**config.mk**
```make
export PLATFORM = sky130hd
export DESIGN_NAME = t1_channel_demux
export DESIGN_NICKNAME = d
export VERILOG_FILES = /design/src/rtl/t1_pkg.sv /design/src/rtl/t1_byte_assembler.sv /design/src/rtl/t1_channel_demux.sv
export SDC_FILE = /design/constraint.sdc
export NUM_CORES = 1
export LEC_CHECK = 0
export ABC_AREA = 1
export ABC_CLOCK_PERIOD_IN_PS = 3080
export CAP_MARGIN = 20
export CORE_ASPECT_RATIO = 0.75
export CORE_MARGIN = 3
export CORE_UTILIZATION = 60
export CTS_BUF_LIST = sky130_fd_sc_hd__clkbuf_8
export CTS_CLUSTER_SIZE = 14
export DETAILED_ROUTE_END_ITERATION = 10
export DONT_BUFFER_PORTS = 1
export PLACE_DENSITY = 0.75
export SETUP_SLACK_MARGIN = 0.5
export SYNTH_ARGS = -nofsm -noshare
export SYNTH_HDL_FRONTEND = slang
export SYNTH_SLANG_ARGS = --single-unit
```
**constraint.sdc**
```tcl
create_clock -name clk -period 3.08 [get_ports clk]
set_input_delay 0.462 -clock clk [delete_from_list [all_inputs] [get_ports clk]]
set_output_delay 0.462 -clock clk [all_outputs]
set_load 0.05 [all_outputs]
```
**src/rtl/t1_pkg.sv**
```systemverilog
// Shared T1 framing package. The 1001 frame-sync detector, the upstream
// framer and the channel demux all import it.
//   FRAME_BITS : bits per T1 frame (192 payload + 1 framing slot)
//   N_CH       : channels per frame
//   CH_BITS    : bits per channel sample
//   state_e    : lock state shared by the sync-tracking blocks
package t1_pkg;
  localparam int FRAME_BITS = 193;
  localparam int N_CH       = 24;
  localparam int CH_BITS    = 8;

  typedef enum logic {
    HUNT = 1'b0,
    SYNC = 1'b1
  } state_e;
endpackage

```
**src/rtl/t1_byte_assembler.sv**
```systemverilog
// MSB-first serial-to-parallel assembler for one channel sample.
//   clk, reset : clock, synchronous active-high reset
//   clr_i      : drop any partial byte
//   shift_i    : shift bit_i in this cycle
//   bit_i      : serial data bit
//   last_i     : this shift is the final (LSB) bit of the sample
//   byte_o     : assembled sample including the current bit_i
//   done_o     : byte_o is complete this cycle
module t1_byte_assembler
  import t1_pkg::*;
(
  input  logic               clk,
  input  logic               reset,
  input  logic               clr_i,
  input  logic               shift_i,
  input  logic               bit_i,
  input  logic               last_i,
  output logic [CH_BITS-1:0] byte_o,
  output logic               done_o
);
  logic [CH_BITS-1:0] sr_q, sr_d;

  // The LSB arrives in the completing cycle, so it is merged combinationally
  // and the top level can register the full byte on that same edge.
  assign byte_o = {sr_q[CH_BITS-2:0], bit_i};
  assign done_o = shift_i & last_i;

  always_comb begin
    sr_d = sr_q;
    if (clr_i)        sr_d = '0;
    else if (shift_i) sr_d = byte_o;
  end

  always_ff @(posedge clk) begin
    if (reset) sr_q <= '0;
    else       sr_q <= sr_d;
  end
endmodule

```
**src/rtl/t1_channel_demux.sv**
```systemverilog
// T1 channel demultiplexer, downstream of the 1001 frame-sync detector.
// Once locked it splits each 193-bit frame into 24 eight-bit samples,
// MSB first, and strobes each out with its channel index. A flywheel
// tolerates up to MISS_MAX-1 consecutive missing frame pulses.
//   clk, reset : clock (one serial bit per cycle), synchronous active-high reset
//   in         : serial data bit
//   frame      : detector frame pulse; next cycle carries channel 0 bit 7
//   flag       : detector lock flag
//   data, chan : last assembled sample and its channel (held between strobes)
//   valid      : one-cycle strobe qualifying data/chan
//   sync       : FSM is in SYNC
//   frame_err  : one-cycle pulse after a framing slot with no frame pulse
module t1_channel_demux
  import t1_pkg::*;
#(
  parameter int MISS_MAX = 2
) (
  input  logic       clk,
  input  logic       reset,
  input  logic       in,
  input  logic       frame,
  input  logic       flag,
  output logic [7:0] data,
  output logic [4:0] chan,
  output logic       valid,
  output logic       sync,
  output logic       frame_err
);
  localparam logic [7:0] LAST_SLOT    = 8'(FRAME_BITS - 1);
  localparam logic [7:0] PAYLOAD_BITS = 8'(N_CH * CH_BITS);
  localparam logic [2:0] MISS_LIM     = 3'(MISS_MAX);

  state_e       state_q;
  logic [7:0]   pos_q, pos_d;
  logic [2:0]   miss_q, miss_inc;
  logic [7:0]   data_q;
  logic [4:0]   chan_q;
  logic         valid_q, ferr_q;

  logic         in_sync, shift_en, fr_slot, lock_req;
  logic [7:0]   asm_byte;
  logic         asm_done;

  assign in_sync  = (state_q == SYNC);
  assign shift_en = in_sync && (pos_q < PAYLOAD_BITS);
  assign fr_slot  = in_sync && (pos_q == LAST_SLOT);
  assign lock_req = !in_sync && frame && flag;
  assign pos_d    = (pos_q == LAST_SLOT) ? 8'd0 : 8'(pos_q + 8'd1);
  assign miss_inc = 3'(miss_q + 3'd1);

  t1_byte_assembler u_asm (
    .clk     (clk),
    .reset   (reset),
    .clr_i   (lock_req),
    .shift_i (shift_en),
    .bit_i   (in),
    .last_i  (pos_q[2:0] == 3'd7),
    .byte_o  (asm_byte),
    .done_o  (asm_done)
  );

  always_ff @(posedge clk) begin
    if (reset) begin
      state_q <= HUNT;
      pos_q   <= '0;
      miss_q  <= '0;
      data_q  <= '0;
      chan_q  <= '0;
      valid_q <= 1'b0;
      ferr_q  <= 1'b0;
    end else begin
      valid_q <= 1'b0;
      ferr_q  <= 1'b0;
      case (state_q)
        HUNT: begin
          if (frame && flag) begin
            state_q <= SYNC;
            pos_q   <= '0;
            miss_q  <= '0;
          end
        end
        SYNC: begin
          // Flywheel: the slot counter free-runs; frame is only looked at
          // in the framing slot, so stray pulses never realign.
          pos_q <= pos_d;
          if (asm_done && flag) begin
            data_q  <= asm_byte;
            chan_q  <= pos_q[7:3];
            valid_q <= 1'b1;
          end
          if (fr_slot) begin
            if (frame) begin
              miss_q <= '0;
            end else begin
              ferr_q <= 1'b1;
              miss_q <= miss_inc;  // never exceeds MISS_LIM: we leave SYNC there
              if (miss_inc == MISS_LIM) state_q <= HUNT;
            end
          end
          if (!flag) state_q <= HUNT;
        end
        default: state_q <= HUNT;
      endcase
    end
  end

  assign data      = data_q;
  assign chan      = chan_q;
  assign valid     = valid_q;
  assign sync      = (state_q == SYNC);
  assign frame_err = ferr_q;
endmodule

```
Word-level counts from Yosys, hierarchy flattened
Cells that the tools add are included.
{ "classes": {"addsub": 2, "multipliers": 0, "n_div": 0, "n_lt_le_gt_ge": 1, "eq_ne": 5, "shifts": 0, "muxes": 15, "n_bitwise": 3, "n_reduce_logical": 12} }
{ "ops": {"columns": ["op", "n"], "rows": [
  ["$mux W8", 2],
  ["$pmux W8 S2", 1],
  ["$mux W3", 3],
  ["$add A8 B1 Y8 const B", 1],
  ["$eq A8 B8 Y1 const B", 1],
  ["$lt A8 B8 Y1 const B", 1],
  ["$mux W1", 7],
  ["$logic_and A1 B1 Y1", 6],
  ["$pmux W3 S2", 1],
  ["$reduce_and A2 Y1", 2],
  ["$reduce_or A2 Y1", 2],
  ["$add A3 B1 Y3 const B", 1],
  ["$eq A3 B2 Y1 const B", 1],
  ["$eq A3 B3 Y1 const B", 1],
  ["$reduce_or A3 Y1", 1],
  ["$ne A2 B1 Y1 const B", 1],
  ["$ne A2 B2 Y1 const B", 1],
  ["$not A1 Y1", 2],
  ["$pmux W1 S2", 1],
  ["$and A1 B1 Y1", 1],
  ["$logic_not A1 Y1", 1]
]} }
{ "word_totals": {"reg_bits": 34, "latchBits": 0, "mem_bits_rw": 0, "romBits": 0, "in_bits": 5, "output_inout_bits": 16, "wordCells": 46, "memories": 0} }

Longest topological paths before layout
{ "depth": {"ltp_word": 7, "ltp_mapped": 9} }

Cells and area by module
From an unflattened synthesis, not the netlist that was laid out.
{ "unflattened": {"hier_cells": 217, "area_unflattened_um2": 1575.3} }
{ "modules_own_cells": {"columns": ["mod", "n_inst", "cells_each", "area_each_um2", "seq_area_each_um2"], "rows": [
  ["t1_channel_demux", 1, 170, 1271.2, 540.5],
  ["t1_byte_assembler", 1, 47, 304.0, 140.1]
]} }

Least setup slack after synthesis
Ideal clock, no wire load.
{ "synth_path": {"path_kind": "register to register", "from": "register state_q (netlist: sync)", "to": "register u_asm.sr_q[2]", "setup_time_ns": 0.120, "arrival_time_ns": 1.383, "t_required_ns": 2.960, "path_slack_ns": 1.577, "path_stages_with_launch": 6, "n_path_buf": 0, "synth_period_minus_slack_ns": 1.503, "cell_sequence": "dfxtp_1 > inv_2 > nor2_4 > inv_1 > o21ai_0 > a21oi_1"} }
{ "synth_via": {"elab_chain_len": 4, "elab_cells_between_ends": 5} }
{ "synth_rtl": {"columns": ["element", "line_no", "source"], "rows": [
  ["start, declared", "t1_channel_demux.sv:33", "state_e state_q;"],
  ["start signal, assigned", "t1_channel_demux.sv:64", "state_q <= HUNT;"],
  ["start signal, assigned", "t1_channel_demux.sv:77", "state_q <= SYNC;"],
  ["start signal, assigned", "t1_channel_demux.sv:97", "if (miss_inc == MISS_LIM) state_q <= HUNT;"],
  ["$logic_not A1 Y1", "t1_channel_demux.sv:47", "assign lock_req = !in_sync && frame && flag;"],
  ["$logic_and A1 B1 Y1 (2 in series)", "t1_channel_demux.sv:47", null],
  ["$reduce_or A2 Y1 (no line)", null, null],
  ["end signal, assigned", "t1_byte_assembler.sv:36", "else sr_q <= sr_d;"],
  ["end, declared", "t1_byte_assembler.sv:21", "logic [CH_BITS-1:0] sr_q, sr_d;"]
]} }
Parallel ways exist; a longest one is shown, timed or not.
A chain may end at the register's enable or synchronous reset.

Final worst setup path
Ends and elaborated chain as after synthesis.

==> flow_summary.toml <==
[status]
status = "finished clean"

[routing]
wl_per_cell_microns = 12.6
first_iter_violations = 75
ant_nets = 0
drt-vias-per-instance = 5.22
first_pass_iters = 4
vias = 1231
drcViolationCount = 0
wl_microns = 2970

[cts]
clock_path_buffers = 2
cts_hold_buf = 0
worstSkewPairLatency_ps = 290
root_buffer = "clkbuf_8"
post_cts_resized = 0
clkTransAtPathRegs_ps = 70
post_cts_buffers = 0
cts-buffers-inserted = 5
clock_sinks = 34
h-tree-depth = 2
cts_tree = "yes"

[logic_synthesis]
yosysTopAreaCell = "dfxtp_1"
synth_top_family_by_area = "simple AND/OR/NAND/NOR gates"
seq_area_frac_synth = 0.442
synth_top_area_frac = 0.442
yosys_warnings = 0
syn_inst = 198
synth-adder-area-share = 0.0406
synthTopCellsByArea = "dfxtp_1 (44%), nand2_1 (8.5%), nor2_1 (7.1%), o21ai_0 (4.9%), a21oi_1 (4.5%)"
synth_common_cells = "nand2_1 (35), dfxtp_1 (34), nor2_1 (29), inv_1 (17), o21ai_0 (15)"
syn_avg_cell_area_sq_um = 7.79
synthDistinctLibCells = 23
synth-simple-area-share = 0.264
ys_ff_latch = 34
synth_edf_count = 0
synth_most_common_cell = "nand2_1"
synth_flop_cell = "dfxtp_1"
synth_area_sq_um = 1540
synthMuxAreaShare = 0
syn_nets = 208
synth_xor_area_frac = 0.00568
synth_compound_area_frac = 0.160
synthArstFlopShare = 0

[die]
row_count = 15
fp.dieH_microns = 49.9
die_area_sq_um = 3220
num_io_pins = 21
start_util = 0.652
core_sq_um = 2360
die_w_microns = 64.5

[critical_path]
cpPeakStageDelay_ps = 810
path_buf_inv = 2
crit_slowest_cell = "dfxtp_1"
rrSetupSlack_ps = 1390
crit_fanout = 8
crit_path_end_kind = "flip-flop"
cp.arrival_ps = 1870
crit_chain = "inv_2 > nor2_4 > inv_1 > o21ai_0 > a21oi_1"
required_ps = 3260
cp_top_family = "flip-flops"
setup.worst_path.class = "reg2reg"
reg2reg_to = "u_asm.sr_q[2]$_SDFFE_PP0N_"
start_kind = "flip-flop"
cp-startpoint = "sync$_SDFF_PP0_"
r2r-start = "sync$_SDFF_PP0_"
reg2reg_depth = 5

[sta]
setup_viol = 0
skew_ps = 6.93
slew_viol_final = 0
setup_ws_ps = 1390
rsz0062_at_grt = "false"
period_needed_ps = 1690
fin_crit_sh = 0.548
finalSetupTns_ps = 0
worst_pin_slew_ps = 754
hold_violations = 0
fmax_ghz = 0.592
maxSlewHeadroom = 0.496

[cells_and_area]
fin_area_sq_um = 1630
diodes = 0
drive_gt1_frac = 0.158
area_growth_pct = 5.52
fin_cells = 236
fin_nets = 211

[global_routing]
grt_pass1_vias = 1124
grt_max_degree = 22
grt.total_usage = 0.209
grt_pass1_wl_microns = 5010
antenna_found_initial = 0
grt-ovfl-total = 0

[power]
leakage_uw = 0.000653
power.switching_uw = 201
max-vdd-ir-drop_mv = 0.382
pwr-share-comb = 0.052
seq_power_share = 0.546
pwr-share-clk = 0.402
switching_share = 0.239
power_density_nw_per_um2 = 517
intPower_uw = 640

[run]
max_cap_viol_count = 0

[hold_path]
hold_class = "in2reg"
min_from = "reset"
hold_end = "pos_q[2]$_SDFFE_PP0P_"
hold_depth = 1

[placed_design]
io_buffers = 0
dp_cells = 228
place_congestion = 0.806
dp.final_hpwl_microns = 2150
dp_slack_ps = 1410
place_area_sq_um = 1540
state kept, by name (all words and copies together) (netlist names):
| name | count |
|---|---|
| u_asm.sr_q | 7 |
| data | 8 |
| miss_q | 3 |
| valid | 1 |
| chan | 5 |
| pos_q | 8 |
| frame_err | 1 |
| sync | 1 |
power by group through the flow:
stage / clock network (uW) / registers (uW) / logic, uW
2_1_floorplan: 0 / 466 / 37.7
3_3_place_gp: 0 / 468 / 42.0
3_5_place_dp: 0 / 468 / 43.5
4_1_cts: 342 / 459 / 44.2
5_1_grt: 364 / 459 / 51.2
6_report: 338 / 459 / 44.1
worst register-to-register path, stage by stage (launching register included):
cell     delay (ps)
dfxtp_1         810
inv_2           190
nor2_4          220
inv_1           130
o21ai_0         170
a21oi_1          50
per-stage QoR:
stage / power [uW] / hold WS (ps) / util
detailed placement: 512 / 485 / 0.649
finish: 841 / 231 / 0.688
CTS: 845 / 226 / 0.688
floorplan: 504 / 449 / -
global route: 875 / 223 / 0.688
global placement: 510 / 478 / 0.649
per-layer routing:
| metal | GRT usage | part of all wire | vias to the layer above |
|---|---|---|---|
| met5 | 0 | 0 | - |
| met4 | 0.109 | 0.020 | 0 |
| met3 | 0.0729 | 0.062 | 6 |
| met2 | 0.322 | 0.46 | 33 |
| met1 | 0.256 | 0.46 | 554 |
| li1 | - | - | 638 |
cell families after synthesis:
kind of cell,count (synthesis)
xor+xnor,1
fa+ha+maj,5
buf+inv,26
flops,34
simple gates,88
compound gates,44
area by class of cell:
type | instances | area (sq um)
fill | 217 | 738
multi-input combinational | 138 | 724
sequential | 34 | 681
inverter | 22 | 87.6
clock buffer | 6 | 82.6
tap | 34 | 42.5
clock inverter | 2 | 8.76
worst max-delay path by stage:
stage	slack [ps]	end	cells past startpoint
floorplan	1580	u_asm.sr_q[2]$_SDFFE_PP0N_	5
global placement	1460	u_asm.sr_q[2]$_SDFFE_PP0N_	5
detailed placement	1410	u_asm.sr_q[2]$_SDFFE_PP0N_	5
CTS	1390	u_asm.sr_q[2]$_SDFFE_PP0N_	5
global route	1270	u_asm.sr_q[2]$_SDFFE_PP0N_	5
finish	1390	u_asm.sr_q[2]$_SDFFE_PP0N_	5
cell usage in the layout (no fill, tap or decap), drive strengths merged:
cell,netlist,layout
a21oi,21,21
clkbuf,1,6
clkinv,1,2
dfxtp,34,34
ha,5,5
inv,21,22
nand2,39,39
nand3,9,9
nand3b,1,1
nor2,37,37
nor3,1,1
o21ai,23,23
or2,1,1
xor2,1,1
Power figures use the tool's default switching activity.
